===== src/rtl/imuldiv_div_client.sv =====
// imuldiv_div_client: initiator-side front end for the iterative divider.
// Takes one divide command, issues it on divreq, waits for divresp, and
// returns the selected half (quotient or remainder) on the out port.
// It also records how many cycles the divider took to respond.
// Optional feature: define IMULDIV_DIV_CLIENT_ZERO_BYPASS_EN to answer
// divide-by-zero locally, without involving the divider.
`timescale 1ns/1ps

module imuldiv_div_client #(
    parameter int LAT_W = 16
) (
    input  logic             clk,
    input  logic             reset,
    input  logic             cmd_msg_fn,
    input  logic             cmd_msg_sel,
    input  logic [31:0]      cmd_msg_a,
    input  logic [31:0]      cmd_msg_b,
    input  logic             cmd_val,
    output logic             cmd_rdy,
    output logic             divreq_msg_fn,
    output logic [31:0]      divreq_msg_a,
    output logic [31:0]      divreq_msg_b,
    output logic             divreq_val,
    input  logic             divreq_rdy,
    input  logic [63:0]      divresp_msg_result,
    input  logic             divresp_val,
    output logic             divresp_rdy,
    output logic [31:0]      out_msg,
    output logic             out_val,
    input  logic             out_rdy,
    output logic [LAT_W-1:0] last_latency
);

    localparam logic [1:0] ST_IDLE  = 2'd0;
    localparam logic [1:0] ST_ISSUE = 2'd1;
    localparam logic [1:0] ST_WAIT  = 2'd2;
    localparam logic [1:0] ST_OUT   = 2'd3;

    localparam logic [LAT_W-1:0] LAT_MAX = {LAT_W{1'b1}};
    localparam logic [LAT_W-1:0] LAT_ONE = {{(LAT_W-1){1'b0}}, 1'b1};

    logic [1:0]       state_r;
    logic [1:0]       state_nxt_s;
    logic             sel_r;
    logic [LAT_W-1:0] lat_cnt_r;
    logic [LAT_W-1:0] lat_inc_s;
    logic             cmd_fire_s;
    logic             divreq_fire_s;
    logic             divresp_fire_s;
    logic             out_fire_s;
    logic             zero_bypass_s;

    // Handshake outputs are pure decodes of the state register, so they
    // never glitch on input changes and drop immediately under reset.
    assign cmd_rdy     = (state_r == ST_IDLE);
    assign divreq_val  = (state_r == ST_ISSUE);
    assign divresp_rdy = (state_r == ST_WAIT);
    assign out_val     = (state_r == ST_OUT);

    assign cmd_fire_s     = cmd_val     & cmd_rdy;
    assign divreq_fire_s  = divreq_val  & divreq_rdy;
    assign divresp_fire_s = divresp_val & divresp_rdy;
    assign out_fire_s     = out_val     & out_rdy;

`ifdef IMULDIV_DIV_CLIENT_ZERO_BYPASS_EN
    assign zero_bypass_s = (cmd_msg_b == 32'd0);
`else
    assign zero_bypass_s = 1'b0;
`endif

    // The reported latency counts the response cycle itself, so it is the
    // saturating successor of the running count.
    assign lat_inc_s = (lat_cnt_r == LAT_MAX) ? LAT_MAX : (lat_cnt_r + LAT_ONE);

    // Next-state selection: one operation walks IDLE->ISSUE->WAIT->OUT.
    always_comb begin
        state_nxt_s = state_r;
        case (state_r)
            ST_IDLE: begin
                if (cmd_fire_s) begin
                    state_nxt_s = zero_bypass_s ? ST_OUT : ST_ISSUE;
                end else begin
                    state_nxt_s = ST_IDLE;
                end
            end
            ST_ISSUE: begin
                if (divreq_fire_s) begin
                    state_nxt_s = ST_WAIT;
                end else begin
                    state_nxt_s = ST_ISSUE;
                end
            end
            ST_WAIT: begin
                if (divresp_fire_s) begin
                    state_nxt_s = ST_OUT;
                end else begin
                    state_nxt_s = ST_WAIT;
                end
            end
            ST_OUT: begin
                if (out_fire_s) begin
                    state_nxt_s = ST_IDLE;
                end else begin
                    state_nxt_s = ST_OUT;
                end
            end
            default: state_nxt_s = ST_IDLE;
        endcase
    end

    // State register; reset aborts any in-flight operation at once.
    always_ff @(posedge clk or posedge reset) begin
        if (reset) begin
            state_r <= ST_IDLE;
        end else begin
            state_r <= state_nxt_s;
        end
    end

    // Operand capture, latency counting and result selection.
    always_ff @(posedge clk or posedge reset) begin
        if (reset) begin
            sel_r         <= 1'b0;
            divreq_msg_fn <= 1'b0;
            divreq_msg_a  <= 32'd0;
            divreq_msg_b  <= 32'd0;
            lat_cnt_r     <= {LAT_W{1'b0}};
            last_latency  <= {LAT_W{1'b0}};
            out_msg       <= 32'd0;
        end else begin
            case (state_r)
                ST_IDLE: begin
                    if (cmd_fire_s) begin
                        sel_r         <= cmd_msg_sel;
                        divreq_msg_fn <= cmd_msg_fn;
                        divreq_msg_a  <= cmd_msg_a;
                        divreq_msg_b  <= cmd_msg_b;
                        if (zero_bypass_s) begin
                            // Local answer matches what the divider returns for b==0.
                            out_msg      <= cmd_msg_sel ? cmd_msg_a : 32'hFFFF_FFFF;
                            last_latency <= {LAT_W{1'b0}};
                        end
                    end
                end
                ST_ISSUE: begin
                    if (divreq_fire_s) begin
                        lat_cnt_r <= {LAT_W{1'b0}};
                    end
                end
                ST_WAIT: begin
                    if (divresp_fire_s) begin
                        out_msg      <= sel_r ? divresp_msg_result[63:32]
                                              : divresp_msg_result[31:0];
                        last_latency <= lat_inc_s;
                    end else begin
                        lat_cnt_r <= lat_inc_s;
                    end
                end
                ST_OUT: begin
                    out_msg <= out_msg;
                end
                default: begin
                    lat_cnt_r <= lat_cnt_r;
                end
            endcase
        end
    end

endmodule


===== config.mk =====
export PLATFORM = sky130hd
export DESIGN_NAME = imuldiv_div_client
export DESIGN_NICKNAME = d
export VERILOG_FILES = /design/src/rtl/imuldiv_div_client.sv
export SDC_FILE = /design/constraint.sdc
export NUM_CORES = 1
export LEC_CHECK = 0
export ABC_AREA = 1
export CAP_MARGIN = 0
export CORE_AREA = 4 4 127 129
export CTS_CLUSTER_DIAMETER = 80
export DETAILED_ROUTE_END_ITERATION = 16
export DIE_AREA = 0 0 131 133
export DONT_BUFFER_PORTS = 1
export GPL_TIMING_DRIVEN = 0
export SLEW_MARGIN = 5
export SYNTH_ARGS = -nofsm -noshare
export SYNTH_HDL_FRONTEND = slang
export SYNTH_SLANG_ARGS = --single-unit

===== constraint.sdc =====
create_clock -name clk -period 10.5 [get_ports clk]
set_input_delay 2.1 -clock clk [delete_from_list [all_inputs] [get_ports clk]]
set_output_delay 2.1 -clock clk [all_outputs]
set_load 0.1 [all_outputs]

# --- Yosys cells after proc, flatten, opt, wreduce, memory -nomap -nowiden ---
# Cells that the tools add are included.
word_totals:
  ff_bits: 132
  input_bits: 136
  output_inout_bits: 117
classes:
  addsub: 1
  eq_ne: 6
  muxes: 10
  bitwise_logic: 4
  reduce_logical: 5
op_table:
  columns: ["cell", "n"]
  rows:
  - ["2-to-1 mux 16 bit", 3]
  - ["2-to-1 mux 32 bit", 1]
  - ["one-hot mux 16 bit (2 select lines)", 1]
  - ["adder 16 x 1 -> 16 bit, second input constant", 1]
  - ["== test 16 bit, second input constant", 1]
  - ["one-hot mux 2 bit (4 select lines)", 1]
  - ["AND 1 bit", 4]
  - ["== test 2 bit, second input constant", 2]
  - ["2-to-1 mux 2 bit", 2]
  - ["AND reduction 2 bit", 2]
  - ["AND reduction 3 bit", 1]
  - ["== test 2 x 1 -> 1 bit, second input constant", 1]
  - ["logical NOT 2 bit", 1]
  - ["2-to-1 mux 1 bit", 2]
  - ["inequality test 2 x 1 -> 1 bit, second input constant", 1]
  - ["inequality test 2 bit, second input constant", 1]
  - ["nonzero test 2 bit", 1]

# --- Longest topological paths before layout ---
# Gate-level depths: netlist (run 1).
logic_depth:
  word_depth: 4
  mapped_depth: 9

# --- Worst setup path after synthesis (run 1) ---
# No wires, ideal clock.
synth_timing:
  path_kind: "reg-to-output"
  start: "reg state_r[0]"
  end: "out divresp_rdy"
  arrival_time_ps: 1289
  slack_ps: 7111
  path_stages_with_launch: 3
  n_path_buf: 0
  path_cell_list: "dfrtp_1 > inv_1 > ha_1"
synth_between:
  elab_chain_len: 1
synth_lines:
  columns: ["item", "line_no", "source"]
  rows:
  - ["from (decl)", "42", "logic [1:0] state_r;"]
  - ["from (signal assigned)", "116", "state_r <= state_nxt_s;"]
  - ["== test 2 bit", "57", "assign divresp_rdy = (state_r == ST_WAIT);"]
  - ["to (decl)", "27", "output logic divresp_rdy,"]
# No other way between the ends.

# --- Worst setup path after layout (run 1) ---
# Same ends and word-level chain as after synthesis.

==> PnR_summary.wiki, run 1 <==
{| class="wikitable"
! Metric !! Value
|-
| Vias in the first global route || 4,251
|-
| Maximum cell stage delay along the critical path || ~0.91 ns
|-
| GR Overflow Total || 0
|-
| Max FO, Critical Path || 3
|-
| Post-detailed-route count of antenna-violating nets || 0
|-
| Setup repair after global routing missed its margin || no
|-
| Largest buffer count on any clock path || 2
|-
| Startpoint of the worst setup timing path || state_r[0]
|-
| Final weighted congestion in routability-driven placement || 0.826
|-
| Avg Vias per Cell || 5.17
|-
| Number of antenna violations at the first check in global routing || 0
|-
| Most common cell in the synthesized netlist || dfrtp_1
|-
| Half-perimeter wire length after placement || 11,500 um
|-
| GR met1 Demand/Resource || 0.193
|-
| Dominant cells by area after synthesis || dfrtp_1 56%, mux2_2 9.2%, nand2_1 8.1%
|-
| Post-synthesis instance area || 0.00590 mm^2
|-
| Clk sink count || between 100 and 150
|-
| Final TNS setup || 0 ns
|-
| Most utilized layer in the global route result || met2
|-
| Synth unique cells || 33
|-
| Number of port buffers || 0
|-
| Initial cell density of the core || 0.392
|-
| Synth Area per Inst || roughly 10 um^2
|-
| Final net count || between 700 and 800
|-
| Total Routed Length || 15,000 um
|-
| Flops & latches, synth || ~130
|-
| Primary FF master, synth || dfrtp_1
|-
| Final setup vio count || 0
|-
| Cell chosen for the clock root || clkbuf_16
|-
| Highest achievable clock rate || roughly 250 MHz
|-
| Critical register-to-register path startpoint || state_r[0]
|-
| Number of buffers inserted by post-CTS setup repair || 0
|-
| Sequential fraction of the synthesis area || 0.560
|-
| Post-synth EDFFs || 0
|-
| GR Layer Usage met3 || 0.0642
|-
| Leading cell types by count after synthesis || 132 x dfrtp_1, 128 x nand2_1, 68 x a21oi_1
|-
| Die outline area || 0.0174 mm^2
|-
| Drt first pass iters || 4
|-
| Nature of the critical path startpoint || flip-flop
|-
| Worst EP arrival || 1.83 ns
|-
| Post-Route Skew || approximately 0.0065 ns
|-
| Number of max-cap violations || 0
|-
| Starting DRC count in detailed routing || 166
|-
| Number of buffers added by the clock tree synthesis step || 17
|-
| Number of top-level pins || approximately 250
|-
| Antenna cells || 0
|-
| Pin count of the biggest net entering global routing || 99
|-
| Period minus WS final || roughly 3.9 ns
|-
| Outcome || complete, no violations
|-
| # H-tree levels || 4
|-
| Clk_lat worst skew || between 0.4 and 0.5 ns
|-
| Critical path cell sequence || inv_1, ha_1
|-
| Synthesized netlist net count || approximately 710
|-
| CTS hold repair buffers || 0
|-
| Tot GR Track Use || 0.172
|-
| Residual DRC count || 0
|-
| TritonCTS clock tree || done
|-
| Final worst-path cycle share || 0.374
|-
| Die width || 131 um
|-
| Class of the tightest hold or removal check || reg2reg
|-
| Area growth from synthesis to layout || 14.3%
|-
| Slew at the pin closest to its max-slew limit || roughly 1.1 ns
|-
| Fraction of post-synthesis cell area in the top cell type by area || 0.560
|-
| WL/cell || 19.2 um
|-
| Global-route wire length before repair || around 23,000 um
|-
| Hold path start || lat_cnt_r[15]
|-
| Yosys warning total || 0
|-
| DR vias || about 4,000
|-
| Final Hold Violating Endpoints || 0
|-
| Post-synthesis async set-or-reset flop share || 1.00
|-
| Fill cell instance count of the final layout || 1,436
|-
| Area of the core || approximately 0.015 mm^2
|-
| Met2 capacity usage during global routing || 0.289
|-
| Cells resized by post-CTS repair || 0
|-
| Register clock-pin slew on the reported worst setup and hold paths || ~0.050 ns
|-
| Cells after synthesis || 564
|-
| Headroom to the max-slew limit || 0.260
|-
| Required time at the endpoint of the critical path || 8.40 ns
|-
| Setup CP Type || reg2out
|-
| Slowest stage cell, crit path || ha_1
|-
| Proportion of layout cells with a drive suffix above 1 || 0.221
|-
| Floorplan row count || 45
|-
| Category of the worst setup path capture point || primary output
|-
| Top cell type by total area after synthesis || dfrtp_1
|-
| Number of pins with negative max-slew slack in the final report || 0
|-
| Vertical die dimension || approximately 130 um
|}
## layer usage
layer	vias up	part of all wire	routed length (um)
li1	1899	-	-
met1	1946	0.39	5850
met2	185	0.49	7380
met3	22	0.093	1400
met4	0	0.026	397
met5	-	0	0
## final cells by class
cell class	instances	area (um^2)	area share
clock inverters	12	131	0.0195
plain buffers	26	128	0.0189
flip-flops and latches	132	3300	0.490
well taps	188	235	0.0349
multi-input cells	376	2350	0.349
repair buffers	1	27.5	0.00409
inverters	30	120	0.0178
clock buffers	19	443	0.0657
## final timing paths
| check | to | slack (ns) | cells after the start |
|---|---|---|---|
| worst max-delay path | divresp_rdy | 6.57 | 2 |
| worst min-delay path | lat_cnt_r[15] | 0.53 | 2 |
| worst max register to register | divreq_msg_b[15] | 7.77 | 6 |
| worst min register to register | lat_cnt_r[15] | 0.53 | 2 |
| max in group asynchronous | lat_cnt_r[7] | 8.17 | 2 |
| min in group asynchronous | divreq_msg_b[3] | 1.52 | 1 |
## cells in the final DEF (no fill, tap or decap), types with 10 or more instances in the layout
cell type  count
inv_1         26
dfrtp_1      132
clkbuf_16     17
mux2_2        48
nor2_1        44
nand3_2       10
nand2_1      128
buf_2         12
o21ai_1       11
mux2_1        17
clkbuf_1      10
a21oi_1       68
## cells by family (layout without fill, tap and decap cells)
logic type | count (synthesis) | in the layout | synth area share
simple gates | 215 | 215 | 0.180
xor+xnor | 4 | 4 | 0.00594
compound gates | 86 | 86 | 0.0758
fa+ha+maj | 6 | 6 | 0.0127
flops | 132 | 132 | 0.560
mux | 65 | 65 | 0.124
buf+inv | 56 | 88 | 0.0412
## state kept, by name, summed over array words and instances (netlist names)
signal,cells
lat_cnt_r,16
divreq_msg_fn,1
last_latency,16
state_r,2
sel_r,1
divreq_msg_a,32
out_msg,32
divreq_msg_b,32
## through the flow
stage | setup slack (ns) | util | hold slack (ns) | instances | cell area [um^2]
2_1_floorplan | 4.87 | - | 0.489 | 564 | 5900
3_3_place_gp | 3.67 | 0.408 | 0.516 | 752 | 6130
3_5_place_dp | 6.97 | 0.410 | 0.515 | 753 | 6160
4_1_cts | 6.52 | 0.448 | 0.534 | 784 | 6740
5_1_grt | 6.50 | 0.448 | 0.559 | 784 | 6740
6_report | 6.57 | 0.448 | 0.534 | 784 | 6740
## critical path, delay by kind of cell (launching register included)
| family | cells | cell delay, ns |
|---|---|---|
| fa+ha+maj | 1 | 0.91 |
| buf+inv | 1 | 0.12 |
| flops | 1 | 0.39 |
Power of run 1 is left out: the tool's default activity adds up to more than one toggle a clock period on the data nets, which glitch-free logic cannot reach.
==> inputs of run 2 (changes only) <==
- clock period: 10.5 -> 3.9 ns (I/O delays scaled with it)
==> PnR_summary.wiki, run 2 (synthesis results as in run 1) <==
{| class="wikitable"
! Metric !! Value
|-
| Number of buffers added by the clock tree synthesis step || 17 (unchanged)
|-
| Highest achievable clock rate || 350 MHz
|-
| Setup CP Type || reg2reg
|-
| Nature of the critical path startpoint || flip-flop
|-
| Vertical die dimension || 133 um (unchanged)
|-
| Outcome || complete, no violations
|-
| Cell count after placement || 755 (+0.27%)
|-
| Die outline area || 0.0174 mm^2 (unchanged)
|-
| GR Overflow Total || 0 (unchanged)
|-
| Proportion of layout cells with a drive suffix above 1 || 0.225 (+0.00390)
|-
| Cell chosen for the clock root || clkbuf_16
|-
| Least setup slack across all paths after layout || 1.04 ns (-5.53 ns)
|-
| Post-detailed-route count of antenna-violating nets || 0 (unchanged)
|-
| Final worst-path cycle share || 0.733
|-
| CTS hold repair buffers || 0 (unchanged)
|-
| Class of the tightest hold or removal check || in2async
|-
| Max FO, Critical Path || 10 (+7)
|-
| Pin count of the biggest net entering global routing || 42 (-58%)
|-
| Setup repair after global routing missed its margin || no
|-
| Setup slack after placement || 1.00 ns (-5.97 ns)
|-
| Post-Route Skew || 0.00538 ns (-0.00115 ns)
|-
| Most common cell after layout, fill and taps aside || dfrtp_1
|-
| Area of the core || 0.0150 mm^2 (unchanged)
|-
| Half-perimeter wire length after placement || 12,000 um (+4.0%)
|-
| Residual DRC count || 0 (unchanged)
|-
| Top Registers || divreq_msg_a (32), divreq_msg_b (32), out_msg (32)
|-
| Commonest cells after routing, fill and taps aside || 132 x dfrtp_1, 128 x nand2_1, 68 x a21oi_1, 48 x mux2_2, 44 x nor2_1
|-
| Final instance count without filler cells || 787 (+0.38%)
|-
| Global-route wire length before repair || 23,500 um (+2.9%)
|-
| Initial cell density of the core || 0.392 (unchanged)
|-
| Final TNS setup || 0 ns (unchanged)
|-
| # H-tree levels || 4 (unchanged)
|-
| Number of port buffers || 0 (unchanged)
|-
| Total Routed Length || 15,400 um (+2.4%)
|-
| Category of the worst setup path capture point || flip-flop
|-
| Avg Vias per Cell || 5.17 (+0.11%)
|-
| Number of top-level pins || 253 (unchanged)
|-
| Number of antenna violations at the first check in global routing || 0 (unchanged)
|-
| Period minus WS final || about 2.9 ns
|-
| Required time at the endpoint of the critical path || 4.25 ns (-4.15 ns)
|-
| Worst EP arrival || 3.21 ns (+1.38 ns)
|-
| Number of pins with negative max-slew slack in the final report || 0 (unchanged)
|-
| TritonCTS clock tree || done
|-
| Headroom to the max-slew limit || 0.263 (+0.00365)
|-
| Number of max-cap violations || 0 (unchanged)
|-
| Cells resized by post-CTS repair || 0 (unchanged)
|-
| Die width || 131 um (unchanged)
|-
| Final setup vio count || 0 (unchanged)
|-
| Largest buffer count on any clock path || 2 (unchanged)
|-
| Drt first pass iters || 4 (unchanged)
|-
| Slew at the pin closest to its max-slew limit || 1.10 ns (-0.00547 ns)
|-
| Register clock-pin slew on the reported worst setup and hold paths || 0.06 ns (about the same)
|-
| Area growth from synthesis to layout || 14.7%
|-
| Vias in the first global route || 4,382 (+3.1%)
|-
| Floorplan row count || 45 (unchanged)
|-
| Number of buffers inserted by post-CTS setup repair || 0 (unchanged)
|-
| DR vias || 4,072 (+0.49%)
|-
| Clk_lat worst skew || 0.41 ns (about the same)
|-
| Final weighted congestion in routability-driven placement || 0.811 (-1.8%)
|-
| Tot GR Track Use || 0.174 (+0.00256)
|-
| Final Hold Violating Endpoints || 0 (unchanged)
|-
| Clk sink count || 132 (unchanged)
|-
| Final net count || 728 (+0.28%)
|-
| Starting DRC count in detailed routing || 138 (-17%)
|-
| WL/cell || 19.6 um (+2.0%)
|-
| Antenna cells || 0 (unchanged)
|}
==> run 2: path summary, 6_finish.rpt <==
path | startpoint | end | slack (ns) | cells after the start
min in group clk | cmd_msg_b[0] | divreq_msg_b[0] | 0.50 | 1
worst max register to register | state_r[0] | lat_cnt_r[13] | 1.04 | 7
worst min register to register | lat_cnt_r[15] | lat_cnt_r[15] | 0.54 | 2
max in group asynchronous | reset | lat_cnt_r[12] | 2.66 | 3
worst min-delay path | reset | divreq_msg_b[13] | 0.35 | 1
worst max-delay path | state_r[0] | lat_cnt_r[13] | 1.04 | 7
==> run 2: critical path, stage by stage, from the launching register on <==
cell	delay, ns
dfrtp_1	0.40
inv_1	0.12
ha_1	0.90
nand2_1	0.41
nand3_2	0.29
clkbuf_1	0.45
nand2_1	0.11
nand2_1	0.09
==> run 2: area by class of cell <==
cell class                 count  area (um^2)
buffer                        26          128
clock buffer                  18          429
clock inverter                14          141
fill                        1420         8270
inverter                      30          119
multi-input combinational    376         2350
sequential                   132         3300
tap                          188          235
timing repair buffer           3         60.1
==> run 2: per-layer routing <==
metal / share of wire / vias up / global-route usage
li1: - / 1896 / -
met4: 0.020 / 0 / 0.0651
met5: 0 / - / 0
met1: 0.38 / 1970 / 0.198
met2: 0.51 / 185 / 0.299
met3: 0.089 / 21 / 0.0589
==> run 2: per-stage QoR <==
step | hold slack [ns] | util | area (um^2)
floorplan | 0.489 | - | 5900
global placement | 0.517 | 0.408 | 6130
detailed placement | 0.527 | 0.412 | 6190
CTS | 0.347 | 0.450 | 6770
global route | 0.386 | 0.450 | 6770
finish | 0.349 | 0.450 | 6770
Power of run 2 is left out for the same reason.
==> inputs of run 3 (changes only) <==
- clock period: 3.9 -> 2.3 ns (I/O delays scaled with it)
==> PnR_summary.wiki, run 3 (synthesis results as in run 1) <==
{| class="wikitable"
! Metric !! Value
|-
| Initial cell density of the core || 0.392 (unchanged)
|-
| Die width || 131 um (unchanged)
|-
| Cell chosen for the clock root || clkbuf_16
|-
| Length in cells of the worst reg-to-reg path || 6 (-1)
|-
| Final worst-path cycle share || 0.956
|-
| Drt first pass iters || 6 (+2)
|-
| # H-tree levels || 4 (unchanged)
|-
| Multi-input logic area || 0.00239 mm^2 (+1.7%)
|-
| Largest buffer count on any clock path || 2 (unchanged)
|-
| Highest achievable clock rate || approximately 450 MHz
|-
| Fill cell instance count of the final layout || 1,459 (+2.7%)
|-
| Number of port buffers || 0 (unchanged)
|-
| Number of top-level pins || 253 (unchanged)
|-
| Antenna cells || 0 (unchanged)
|-
| Post-Route Skew || 0.00512 ns (-0.000261 ns)
|-
| Final Hold Violating Endpoints || 0 (unchanged)
|-
| Starting DRC count in detailed routing || 192 (+39%)
|-
| Setup CP Type || reg2out
|-
| WL/cell || 20.0 um (+2.0%)
|-
| Final instance count without filler cells || 786 (-0.13%)
|-
| Most common cell after layout, fill and taps aside || dfrtp_1
|-
| Residual DRC count || 0 (unchanged)
|-
| Slew at the pin closest to its max-slew limit || 1.05 ns (-0.0528 ns)
|-
| Required time at the endpoint of the critical path || 1.84 ns (-2.41 ns)
|-
| Half-perimeter wire length after placement || 12,100 um (+1.1%)
|-
| Vias in the first global route || 4,369 (-0.30%)
|-
| Top Registers || divreq_msg_a (32), divreq_msg_b (32), out_msg (32)
|-
| Area of the core || 0.0150 mm^2 (unchanged)
|-
| Cell count after placement || 755 (unchanged)
|-
| Critical path cell sequence || ha_1
|-
| Slowest stage cell, crit path || ha_1
|-
| Worst EP arrival || 1.74 ns (-1.47 ns)
|-
| Die outline area || 0.0174 mm^2 (unchanged)
|-
| Startpoint of the worst setup timing path || state_r[0]
|-
| Crit-path leading delay family || adder cells
|-
| Tot GR Track Use || 0.177 (+0.00302)
|-
| Avg Vias per Cell || 5.22 (+0.89%)
|-
| Pin count of the biggest net entering global routing || 43 (+2.4%)
|-
| Maximum cell stage delay along the critical path || 0.89 ns (about the same)
|-
| Post-detailed-route count of antenna-violating nets || 0 (unchanged)
|-
| DR vias || 4,103 (+0.76%)
|-
| Register-to-Register Setup Slack || 0.12 ns (-0.92 ns)
|-
| GR Overflow Total || 0 (unchanged)
|-
| Final TNS setup || 0 ns (unchanged)
|-
| Category of the worst setup path capture point || primary output
|-
| Critical register-to-register path startpoint || state_r[0]
|-
| Final net count || 728 (unchanged)
|-
| Max FO, Critical Path || 3 (-7)
|-
| TritonCTS clock tree || done
|-
| Nature of the critical path startpoint || flip-flop
|-
| Area growth from synthesis to layout || 17.0%
|-
| Period minus WS final || approximately 2.2 ns
|-
| Footprint of the flip-flops and latches || 0.00330 mm^2 (unchanged)
|-
| Number of pins with negative max-slew slack in the final report || 0 (unchanged)
|-
| Final setup vio count || 0 (unchanged)
|-
| Commonest cells after routing, fill and taps aside || 132 x dfrtp_1, 127 x nand2_1, 68 x a21oi_1, 48 x mux2_2, 44 x nor2_1
|-
| WHS || 0.0621 ns (-0.287 ns)
|-
| Setup repair after global routing missed its margin || no
|-
| Worst r2r dst || divreq_msg_b[2]
|-
| Floorplan row count || 45 (unchanged)
|-
| Number of buffers inserted by post-CTS setup repair || 0 (unchanged)
|-
| Number of max-cap violations || 0 (unchanged)
|-
| Proportion of layout cells with a drive suffix above 1 || 0.236 (+0.0104)
|-
| Total Routed Length || 15,700 um (+1.9%)
|-
| Global-route wire length before repair || 23,700 um (+0.97%)
|-
| Vertical die dimension || 133 um (unchanged)
|-
| Clk sink count || 132 (unchanged)
|-
| Number of buffers added by the clock tree synthesis step || 17 (unchanged)
|-
| Class of the tightest hold or removal check || in2async
|-
| Outcome || complete, no violations
|-
| Headroom to the max-slew limit || 0.299 (+0.0352)
|-
| Buffering stage count on the worst path with inverters included || 0 (-2)
|-
| Final weighted congestion in routability-driven placement || 0.833 (+2.7%)
|-
| Clk_lat worst skew || 0.41 ns (about the same)
|-
| Number of antenna violations at the first check in global routing || 0 (unchanged)
|-
| Register clock-pin slew on the reported worst setup and hold paths || 0.06 ns (about the same)
|}
[run 3: final cells by class]
class	instances	area share
plain buffers	26	0.0189
clock buffers	17	0.0617
clock inverters	14	0.0328
inverters	30	0.0172
multi-input cells	376	0.347
flip-flops and latches	132	0.479
well taps	188	0.0341
repair buffers	3	0.00980
[run 3: how the worst max path moves through the flow]
| stage | to | slack (ns) | depth (start not counted) |
|---|---|---|---|
| floorplan | lat_cnt_r[10] | 0.04 | 7 |
| global placement | out_msg[2] | -0.54 | 7 |
| detailed placement | out_msg[0] | -0.61 | 7 |
| CTS | out_msg[0] | 0.03 | 7 |
| global route | divreq_msg_b[2] | 0.04 | 6 |
| finish | out_val | 0.10 | 1 |
[run 3: layer usage]
metal | vias to the layer above | wire length, um | global-route usage
li1 | 1903 | - | -
met1 | 1991 | 5950 | 0.203
met2 | 184 | 7990 | 0.299
met3 | 25 | 1440 | 0.0630
met4 | 0 | 314 | 0.0686
met5 | - | 0 | 0
[run 3: worst reg2reg max path: stages, from the launching register on]
cell     delay (ns)
dfrtp_1        0.44
inv_1          0.21
ha_4           0.39
nand2_1        0.22
buf_2          0.25
buf_4          0.22
mux2_1         0.34
[run 3: stage by stage]
stage,utilization,area (um^2),setup WS [ns]
2_1_floorplan,-,5900,0.0406
3_3_place_gp,0.408,6140,-0.543
3_5_place_dp,0.413,6200,-0.609
4_1_cts,0.458,6880,0.0257
5_1_grt,0.459,6900,0.0408
6_report,0.459,6900,0.101
[run 3: timing repair]
| action | CTS | global route |
|---|---|---|
| hold buffers | 0 | 0 |
| endpoints found under the setup margin | 84 | 33 |
| pin swaps | 0 | 1 |
| resized for setup | 4 | 6 |
| cloned | 0 | 0 |
Power of run 3 is left out for the same reason.
